$ cat src/rtl/mmac_tile_sequencer.sv
// Job sequencer for the MMAC datapath: command -> N operand pairs -> one lane-wise accumulated result.
// Optional build macro MMAC_SEQ_SAT_EN makes lane accumulation saturate instead of wrap.

package mmac_pkg;
  localparam int DATA_WIDTH = 32;
  localparam int VAR_WIDTH  = 8;
endpackage

// One accumulator lane; lanes are independent so no carry ever crosses a lane boundary.
module mmac_seq_lane #(
  parameter int VW = 8
) (
  input  logic [VW-1:0] acc,
  input  logic [VW-1:0] add,
  output logic [VW-1:0] sum
);
`ifdef MMAC_SEQ_SAT_EN
  logic [VW:0] raw;
  assign raw = {1'b0, acc} + {1'b0, add};
  assign sum = raw[VW] ? {VW{1'b1}} : raw[VW-1:0];
`else
  assign sum = acc + add;
`endif
endmodule

module mmac_tile_sequencer #(
  parameter int DATA_WIDTH = mmac_pkg::DATA_WIDTH,
  parameter int VAR_WIDTH  = mmac_pkg::VAR_WIDTH,
  parameter int MAX_TILES  = 16,
  localparam int TCW       = $clog2(MAX_TILES + 1)
) (
  input  logic                  clock,
  input  logic                  reset,
  input  logic                  abort,
  input  logic                  cmd_valid,
  output logic                  cmd_ready,
  input  logic [TCW-1:0]        cmd_tiles,
  input  logic                  tile_valid,
  output logic                  tile_ready,
  input  logic [DATA_WIDTH-1:0] tile_a,
  input  logic [DATA_WIDTH-1:0] tile_b,
  output logic [DATA_WIDTH-1:0] mul_a,
  output logic [DATA_WIDTH-1:0] mul_b,
  input  logic [DATA_WIDTH-1:0] mul_result,
  output logic                  res_valid,
  input  logic                  res_ready,
  output logic [DATA_WIDTH-1:0] res_data,
  output logic                  busy,
  output logic [TCW-1:0]        tile_count
);
  localparam int LANES = DATA_WIDTH / VAR_WIDTH;

  typedef enum logic [1:0] {IDLE, RUN, DRAIN, DONE} state_t;

  state_t                          state, nstate;
  logic [TCW-1:0]                  n_q, cmd_n;
  logic                            mul_vld;
  logic                            cmd_hs, tile_hs, last_tile;
  logic [LANES-1:0][VAR_WIDTH-1:0] acc_q, acc_sum, prod;

  assign cmd_hs    = cmd_valid & cmd_ready;
  assign tile_hs   = tile_valid & tile_ready;
  assign cmd_n     = (cmd_tiles > TCW'(MAX_TILES)) ? TCW'(MAX_TILES) : cmd_tiles;
  assign last_tile = (tile_count == n_q - TCW'(1));
  assign prod      = mul_result;
  assign res_data  = acc_q;

  for (genvar l = 0; l < LANES; l++) begin : g_lane
    mmac_seq_lane #(.VW(VAR_WIDTH)) u_lane (
      .acc (acc_q[l]),
      .add (prod[l]),
      .sum (acc_sum[l])
    );
  end

  always_ff @(posedge clock) begin
    if (!reset)     state <= IDLE;
    else if (abort) state <= IDLE;
    else            state <= nstate;
  end

  always_comb begin
    nstate = state;
    case (state)
      IDLE:    if (cmd_hs) nstate = (cmd_n == '0) ? DONE : RUN;
      RUN:     if (tile_hs && last_tile) nstate = DRAIN;
      DRAIN:   nstate = DONE;
      DONE:    if (res_valid && res_ready) nstate = IDLE;
      default: nstate = IDLE;
    endcase
  end

  // Handshake outputs are masked during reset and in an abort cycle.
  always_comb begin
    cmd_ready  = 1'b0;
    tile_ready = 1'b0;
    res_valid  = 1'b0;
    busy       = reset && (state != IDLE);
    if (reset && !abort) begin
      case (state)
        IDLE:    cmd_ready  = 1'b1;
        RUN:     tile_ready = 1'b1;
        DONE:    res_valid  = 1'b1;
        default: ;
      endcase
    end
  end

  // mul_result reflects the operands registered on the previous handshake, hence mul_vld.
  always_ff @(posedge clock) begin
    if (!reset) begin
      mul_a      <= '0;
      mul_b      <= '0;
      mul_vld    <= 1'b0;
      acc_q      <= '0;
      tile_count <= '0;
      n_q        <= '0;
    end else if (abort) begin
      mul_vld    <= 1'b0;
      acc_q      <= '0;
      tile_count <= '0;
    end else begin
      mul_vld <= tile_hs;
      if (tile_hs) begin
        mul_a      <= tile_a;
        mul_b      <= tile_b;
        tile_count <= tile_count + TCW'(1);
      end
      if (cmd_hs) begin
        n_q        <= cmd_n;
        acc_q      <= '0;
        tile_count <= '0;
      end else if (mul_vld) begin
        acc_q <= acc_sum;
      end
    end
  end
endmodule

$ cat config.mk
export PLATFORM = sky130hd
export DESIGN_NAME = mmac_tile_sequencer
export DESIGN_NICKNAME = d
export VERILOG_FILES = /design/src/rtl/mmac_tile_sequencer.sv
export SDC_FILE = /design/constraint.sdc
export NUM_CORES = 1
export LEC_CHECK = 0
export ABC_AREA = 0
export BUFFER_PORTS_ARGS = -buffer_cell sky130_fd_sc_hd__buf_2
export CAP_MARGIN = 40
export CORE_MARGIN = 4
export CORE_UTILIZATION = 25
export CTS_CLUSTER_DIAMETER = 50
export DETAILED_ROUTE_END_ITERATION = 10
export SYNTH_ARGS = -nofsm -noshare
export SYNTH_HDL_FRONTEND = slang
export SYNTH_SLANG_ARGS = --single-unit
$ cat constraint.sdc
create_clock -name clock -period 1.9 [get_ports clock]
set_clock_uncertainty 0.15 [all_clocks]
set_input_delay 0.19 -clock clock [delete_from_list [all_inputs] [get_ports clock]]
set_output_delay 0.19 -clock clock [all_outputs]
set_load 0.005 [all_outputs]
Yosys cells after proc, flatten, opt, wreduce, memory -nomap -nowiden
Index checks and enable logic that the tools add are counted.
- add/sub/neg operators: 6
- order comparisons: 1
- eq/ne operators: 7
- muxes and demuxes: 12
- bitwise gates (word level): 4
- reductions and logical operators: 13
- operators with widths (kind ; number):
    $add 8x8->8 ; 4
    $mux 2 ; 4
    $pmux 2 s4 ; 1
    $mux 1 ; 6
    $ne 2x2->1 const B ; 3
    $add 5x1->5 const B ; 1
    $eq 5x5->1 ; 1
    $gt 5x5->1 const B ; 1
    $logic_not 5->1 ; 1
    $mux 5 ; 1
    $sub 5x1->5 const B ; 1
    $eq 2x2->1 const B ; 2
    $logic_and 1x1->1 ; 4
    $reduce_and 2->1 ; 2
    $reduce_and 3->1 ; 1
    $reduce_or 3->1 ; 1
    $and 1x1->1 ; 2
    $eq 2x1->1 const B ; 1
    $logic_not 2->1 ; 1
    $not 1->1 ; 2
    $reduce_bool 2->1 ; 1
    $reduce_or 2->1 ; 1
    $logic_not 1->1 ; 1
- bits in registers: 109
- output and inout port bits: 105
- word-level logic and storage cells: 53

Longest topological paths before layout
Gate-level depths: netlist (run 1).
- word-level depth: 7
- mapped depth: 9

Hierarchy
From an unflattened synthesis (run 1), not the netlist that was laid out.
- cell total of the unflattened synthesis: 641
- area, all modules: 5592.9 um^2
- by module, submodules not included (module ; instances ; cells an instance ; area an instance (um^2)):
    mmac_tile_sequencer ; 1 ; 474 ; 4287.9
    mmac_seq_lane at g_lane[0].u_lane ... ; 3 ; 42 ; 331.6
    mmac_seq_lane at g_lane[1].u_lane ; 1 ; 41 ; 310.3

Worst setup path before layout (run 1)
Ideal clock, no wire load.
- path type: reg-to-reg
- start point: register n_q[0]
- end point: register state[0]
- data arrival time: 1780 ps
- slack: -116 ps
- cell stages (with the launch flop): 9
- path buffers: 0
- period minus slack after synthesis: 2016 ps
- cell sequence: dfxtp_1 > inv_1 > ha_1 > and2_1 > o21a_1 > o21ai_0 > nand4_1 > a221o_1 > a221oi_2
- longest elaborated chain between the ends: 5
- ends and longest elaborated chain (item ; RTL line ; source):
    start: declaration ; 56 ; logic [TCW-1:0] n_q, cmd_n;
    start signal: assignment ; 130 ; n_q <= cmd_n;
    $sub 5x1->5 ; 64 ; assign last_tile = (tile_count == n_q - TCW'(1));
    $eq 5x5->1 ; 64 ;
    $logic_and 1x1->1 ; 86 ; RUN: if (tile_hs && last_tile) nstate = DRAIN;
    $ne 2x2->1 (no line) ; -- ;
    $reduce_and 3->1 (no line) ; -- ;
    end signal: assignment ; 79 ; else state <= nstate;
    end: declaration ; 55 ; state_t state, nstate;
Every way passes these cells.
A chain may end at the register's enable or synchronous reset.

Final worst setup path (run 1)
Ends and elaborated chain as after synthesis.

==> key figures, run 1 <==
Power and ir drop
  – Net Switching: between 1 and 1.5 mW
  – P per Cell Area: 559 mW/mm²
  – Peak VDD IR: about 360 µV
  – Sequential share of power: about half
  – LEAKAGE: about 3.7 nW
  – Switch share: around a quarter
  – P_int: ~3.5 mW
  – Comb power frac: 11.1%
  – Clock power frac: 39.8%
  – Final Total Pwr: 4.69 mW

Die
  – Die ar.: 0.0241 mm²
  – I/O pin total: 212
  – Floorplan die height: 155 µm
  – Starting Density: approximately 26%
  – Die width: about 160 µm
  – Core ar.: around 0.021 mm²
  – Row Count: 53

Timing
  – Fmax: 513 MHz
  – Fin crit share: 103%
  – Slew Limit Fails: 0
  – RSZ-0062 raised after global routing: true
  – Least-Margin Pin Slew: between 0.6 and 0.7 ns
  – Final min period: around 2.0 ns
  – Setup TNS: -0.131 ns
  – Slew margin rel.: about three fifths
  – Setup violators final: 3
  – Final worst slack: -0.0503 ns
  – Hold Vio Cnt, Final: 0

Clocking
  – CTS buffer count: 9
  – CTS tree: built
  – Clk root buf: clkbuf_16
  – Htree depth: 3
  – Clock transition at path regs: about 0.070 ns
  – CTS sink count: between 100 and 150
  – Clk buf depth: 2
  – Clk_lat worst skew: ~0.35 ns

Route
  – Routed vias: 5,393
  – Mean number of vias per cell: 4.38
  – Detailed Routing Iterations Pass 1: 4
  – Total wire length: roughly 17 mm
  – DRC Markers: 0
  – Post-DR wirelength/cell: roughly 13 µm
  – Final ANT Viol Nets: 0
  – Initial DRC count: between 150 and 200

Global route
  – Antenna violations before repair: 1
  – Overflow after GRT: 0
  – Largest net degree at the start of global routing: a little over 70
  – First-pass GRT wire length: 27.0 mm
  – Number of global-route vias before repair: ~5.4k
  – Tot GR Track Use: between 10% and 20%

Setup path
  – Setup CP Type: register to register
  – Crit. End Element: register
  – CP arrival: slightly above 2 ns
  – Required @ worst endpoint: around 2.0 ns
  – CP startpoint kind: register
  – Critical path fanouts, max: 3

Logic synthesis
  – Post-synth top flop: dfxtp_1
  – Post-Syn Area per Cell: approximately 8.5 µm²
  – Mapped cell area: ~0.0054 mm²
  – Synth warnings: 0
  – Ys async rst share: 0%
  – Register area share after synthesis: roughly two fifths
  – Syn nets: a little under 800
  – Register bit total from synthesis: 109
  – Number of synthesized flops with an enable pin: 0
  – Synth area leader: dfxtp_1
  – Area share of the largest cell type after synthesis: 40.3%
  – Yosys cell types: between 40 and 50
  – Mapped Cells: approximately 640
  – Synth top area cells: dfxtp_1, nand2_1, a21boi_0, ha_1, mux2i_1

Layout
  – Post-layout util: between 30% and 40%
  – Filler cell count: between 2k and 2.5k
  – P&R area growth vs syn: 55.1%
  – Nets: about 1.1k
  – ANT cells: 0
  – Final Cell Area: ~0.0084 mm²
  – Share of post-route cells with drive strength above 1: 36.4%
  – Layout Cells excl Fill: approximately 1.2k

Place
  – I/O Buffers: roughly 210
  – Dpl hpwl: roughly 12 mm
  – RePlAce Congestion: between 0.7 and 0.8
  – Placed Area: between 0.007 and 0.008 mm²
  – Placed insts: 1,146

Outcome
  – Failing checks: setup timing
  – Status: finished, violations left

Flow run
  – Maxcap violations: 0

Hold path
  – Worst Hold Class: input port to register
[state kept, by name, indices dropped and copies added, names as in the netlist]
register and count:
state 2, mul_a 32, mul_b 32, n_q 5, mul_vld 1, res_data 32
tile_count 5
[power by group through the flow]
stage | Clock (mW) | Combinational [mW] | Sequential [mW]
global placement | 0 | 0.386 | 2.36
floorplan | 0 | 0.181 | 2.36
finish | 1.87 | 0.518 | 2.30
global route | 2.04 | 0.573 | 2.31
CTS | 1.97 | 0.503 | 2.31
detailed placement | 0 | 0.387 | 2.36
[stage by stage]
stage          hold slack, ns  setup WS (ns)
2_1_floorplan           0.185       0.000604
3_3_place_gp            0.291        -0.0406
3_5_place_dp            0.300         -0.103
4_1_cts                0.0288        -0.0275
5_1_grt                0.0366         -0.162
6_report               0.0410        -0.0503
[cell type report]
class                      instances  area, µm²  share of cell area, %
multi-input combinational        472       3270                   38.9
sequential                       109       2200                   26.2
clock inverter                     6       56.3                  0.671
clock buffer                       9        225                   2.68
tap                              275        344                   4.10
inverter                          23       88.8                   1.06
timing repair buffer             336       2210                   26.4
[placed cells by master (no fill, tap or decap), types with 4 or more instances in the layout]
master,n
buf_2,211
a21oi_1,13
inv_1,16
dfxtp_2,14
xnor2_1,14
a21boi_0,64
xor2_1,8
inv_2,6
fa_2,4
o21ai_1,8
clkbuf_16,9
dfxtp_1,95
o21a_1,4
a21o_1,5
nor2b_1,13
a211oi_1,5
dlygate4sd3_1,64
ha_1,21
buf_4,55
o21ai_0,6
and4b_1,4
mux2i_1,30
nor3b_1,9
ha_4,12
nand2b_1,5
nor2_1,48
nand2_1,149
buf_12,4
[layer usage]
layer / up-vias / global-route usage [%] / part of all wire, %
met5: - / 0 / 0.078
met4: 2 / 3.53 / 1.1
met3: 13 / 4.90 / 8.2
met2: 170 / 22.2 / 46
met1: 2451 / 17.3 / 45
li1: 2757 / - / -
[cell families (layout without fill, tap and decap cells)]
logic type	count (synthesis)	after routing	share of synthesized area (%)
flip-flops	109	109	40.3
AO/OA/AOI/OAI	126	126	16.3
AND/OR/NAND/NOR	256	256	21.0
buffers and inverters	55	374	3.93
multiplexers	30	30	5.55
XOR/XNOR	22	22	3.56
adder cells (fa/ha/maj)	38	38	9.34
[critical path, stage by stage, from the launching register on]
cell and delay (ns):
dfxtp_2 0.34, inv_2 0.05, ha_4 0.15, and2_4 0.15, o21a_1 0.18, o21ai_1 0.12
nand4_1 0.13, a221o_1 0.37, a221oi_2 0.24
[cells in the mapped netlist, types with 4 or more instances]
cell type  instances
xor2_1             8
xnor2_1           14
o21a_1             4
nor2b_1           15
nor2_1            48
mux2i_1           30
ha_1              34
inv_1             22
a21boi_0          68
and4b_1            4
and2_1             5
a21oi_1           14
a211oi_1           6
and3_1             4
dfxtp_1          109
a21o_1             5
fa_1               4
o21ai_0           17
clkbuf_1          26
nor3b_1           10
nand2b_1           5
buf_2              5
nand2_1          150
[final timing paths]
check	end	from	cells after the start	slack (ns)
setup / recovery	state[0]	n_q[0]	8	-0.05
hold / removal	n_q[4]	cmd_tiles[4]	3	0.04
setup reg to reg	state[0]	n_q[0]	8	-0.05
hold reg to reg	mul_a[23]	mul_a[23]	2	0.31
[timing repair]
action / CTS / global route
hold buffers: 64 / 0
endpoints found under the hold margin: 64 / 0
buffers inserted: 6 / 0
endpoints found under the setup margin: 11 / 74
pin swaps: 18 / 20
gates cloned: 0 / 0
gates resized for setup: 26 / 47
Power figures use the tool's default switching activity.
==> run 2: changes to the inputs <==
--- a/config.mk
+++ b/config.mk
@@ -10,6 +10,7 @@
 export CAP_MARGIN = 40
 export CORE_MARGIN = 4
 export CORE_UTILIZATION = 25
+export CTS_BUF_LIST = sky130_fd_sc_hd__clkbuf_8
 export CTS_CLUSTER_DIAMETER = 50
 export DETAILED_ROUTE_END_ITERATION = 10
 export SYNTH_ARGS = -nofsm -noshare
==> run 2 against run 1 <==
  * The flow still finishes with violations (setup timing)
  * Sequential share of layout area up 0.24 points
  * First-iteration DRC count grew 3.0%
  * Combinational power grew 1%
  * Critical path type unchanged
==> key figures, run 2 (synthesis results as in run 1) <==
Outcome
  – Status: finished, violations left (unchanged)
  – Failing checks: setup timing (unchanged)

Setup path
  – Crit. End Element: register (unchanged)
  – Setup CP Type: register to register (unchanged)
  – CP max stage cell: or3_1 (was a221o_1)
  – CP arrival: 2.12 ns (was 2.07 ns)
  – CP startpoint kind: register (unchanged)
  – Worst path cell trace: ha_4 -> a21o_1 -> a41oi_2 -> and3_4 -> or3_1 -> a21boi_2 -> mux2i_1 (was inv_2 -> ha_4 -> and2_4 -> o21a_1 -> o21ai_1 -> nand4_1 -> a221o_1 -> a221oi_2)
  – Critical Path Max Stage Delay: 0.38 ns (was 0.37 ns)
  – Required @ worst endpoint: 2.07 ns (was 2.02 ns)
  – Critical path fanouts, max: 2 (was 3)
  – R2R Setup Slk: -0.06 ns (was -0.05 ns)

Clocking
  – Clk buf depth: 2 (unchanged)
  – Clk_lat worst skew: 0.39 ns (was 0.35 ns)
  – Htree depth: 3 (unchanged)
  – CTS tree: built (unchanged)
  – CTS sink count: 109 (unchanged)
  – Clk root buf: clkbuf_8 (was clkbuf_16)
  – CTS buffer count: 9 (unchanged)
  – Clock transition at path regs: 0.11 ns (was 0.07 ns)

Place
  – Placed Area: 0.00716 mm² (unchanged)
  – RePlAce Congestion: 0.767 (unchanged)
  – I/O Buffers: 211 (unchanged)
  – DP Worst Slack: -0.103 ns (unchanged)
  – Placed insts: 1,146 (unchanged)
  – Dpl hpwl: 11.6 mm (unchanged)

Die
  – I/O pin total: 212 (unchanged)
  – Die ar.: 0.0241 mm² (unchanged)
  – Floorplan die height: 155 µm (unchanged)
  – Row Count: 53 (unchanged)
  – Core ar.: 0.0212 mm² (unchanged)
  – Die width: 155 µm (unchanged)
  – Starting Density: 25.6% (unchanged)

Route
  – Routed vias: 5,425 (was 5,393)
  – Post-DR wirelength/cell: 13.5 µm (about the same)
  – DRC Markers: 0 (unchanged)
  – Total wire length: 16.7 mm (was 16.6 mm)
  – Detailed Routing Iterations Pass 1: 4 (unchanged)
  – Initial DRC count: 169 (was 164)
  – Final ANT Viol Nets: 0 (unchanged)
  – Mean number of vias per cell: 4.40 (was 4.38)

Power and ir drop
  – LEAKAGE: 3.68 nW (was 3.71 nW)
  – P per Cell Area: 509 mW/mm² (was 559 mW/mm²)
  – Peak VDD IR: 276 µV (was 362 µV)

Hold path
  – Worst Hold Class: input port to register (unchanged)

Layout
  – Post-layout util: 39.3% (was 39.7%)
  – Area taken by multi-input logic gates: 0.00325 mm² (was 0.00327 mm²)
  – Layout Cells excl Fill: 1,234 (was 1,230)
  – Final Cell Area: 0.00832 mm² (was 0.00839 mm²)
  – P&R area growth vs syn: 53.7% (was 55.1%)
  – Commonest non-fill, non-tap cell in the layout: buf_2 (unchanged)
  – Most frequent cells in the layout: buf_2, nand2_1, dfxtp_1 (unchanged)
  – Filler cell count: 2,100 (unchanged)
  – Reg area: 0.00220 mm² (unchanged)
  – ANT cells: 0 (unchanged)
  – Nets: 1,100 (was 1,096)
  – Share of post-route cells with drive strength above 1: 36.3% (was 36.4%)

Global route
  – Tot GR Track Use: 13.7% (about the same)
  – Largest net degree at the start of global routing: 71 (unchanged)
  – Antenna violations before repair: 1 (unchanged)
  – Overflow after GRT: 0 (unchanged)
  – Number of global-route vias before repair: 5,389 (was 5,383)
  – First-pass GRT wire length: 27.0 mm (about the same)

Flow run
  – Maxcap violations: 0 (unchanged)

Timing
  – Least-Margin Pin Slew: 0.603 ns (about the same)
  – Slew Limit Fails: 0 (unchanged)
  – Setup TNS: -0.154 ns (was -0.131 ns)
  – Setup violators final: 4 (was 3)
  – Fin crit share: 103% (about the same)
  – Hold Vio Cnt, Final: 0 (unchanged)
  – Final worst slack: -0.0578 ns (was -0.0503 ns)
  – RSZ-0062 raised after global routing: true (unchanged)
  – Slew margin rel.: 59.8% (about the same)
  – Fmax: 511 MHz (was 513 MHz)
  – Final min period: 1.96 ns (was 1.95 ns)
-- run 2: cell types whose count changed in the layout (fill, tap and decap cells not counted), sizes merged --
cell / before / now
dlygate4sd3: 64 / 68
-- run 2: worst paths after layout --
| path | from | end | cells after the start |
|---|---|---|---|
| max reg2reg | res_data[25] | res_data[31] | 7 |
| min reg2reg | mul_a[23] | mul_a[23] | 2 |
| max | res_data[25] | res_data[31] | 7 |
| min | mul_result[8] | res_data[8] | 4 |
-- run 2: routing by layer --
layer	share of wire (%)	routed length, µm	GRT usage (%)
met1	44	7360	17.3
met2	46	7660	22.4
met3	8.9	1480	4.92
met4	1.1	186	3.32
met5	0.042	7	0
-- run 2: cell type report --
type / instances / area share, %
multi-input cells: 472 / 39.1
repair buffers: 340 / 27.0
flip-flops and latches: 109 / 26.5
well taps: 275 / 4.14
clock buffers: 9 / 1.49
inverters: 23 / 1.07
clock inverters: 6 / 0.677
-- run 2: critical path: cells and delay by family, from the launching register on --
family          cells  cell delay, ns
fa+ha+maj           1            0.25
flops               1            0.35
mux                 1            0.17
simple gates        2            0.56
compound gates      3            0.41
-- run 2: metrics by stage --
step / power [mW] / hold slack (ns)
after floorplan: 2.54 / 0.185
after global placement: 2.74 / 0.291
after detailed placement: 2.75 / 0.300
after CTS: 4.32 / 0.000616
after global routing: 4.47 / 0.0441
final: 4.24 / 0.0551
-- run 2: timing repair --
item,CTS,global route
endpoints found under the hold margin,71,0
setup endpoints to repair,12,19
gates resized for setup,25,46
hold buffers,68,0
setup buffers,6,0
pin swaps,19,21
-- run 2: power breakdown --
part	internal [mW]	switching (mW)
clock	0.500	0.906
sequential	2.30	0.00905
combinational	0.307	0.217
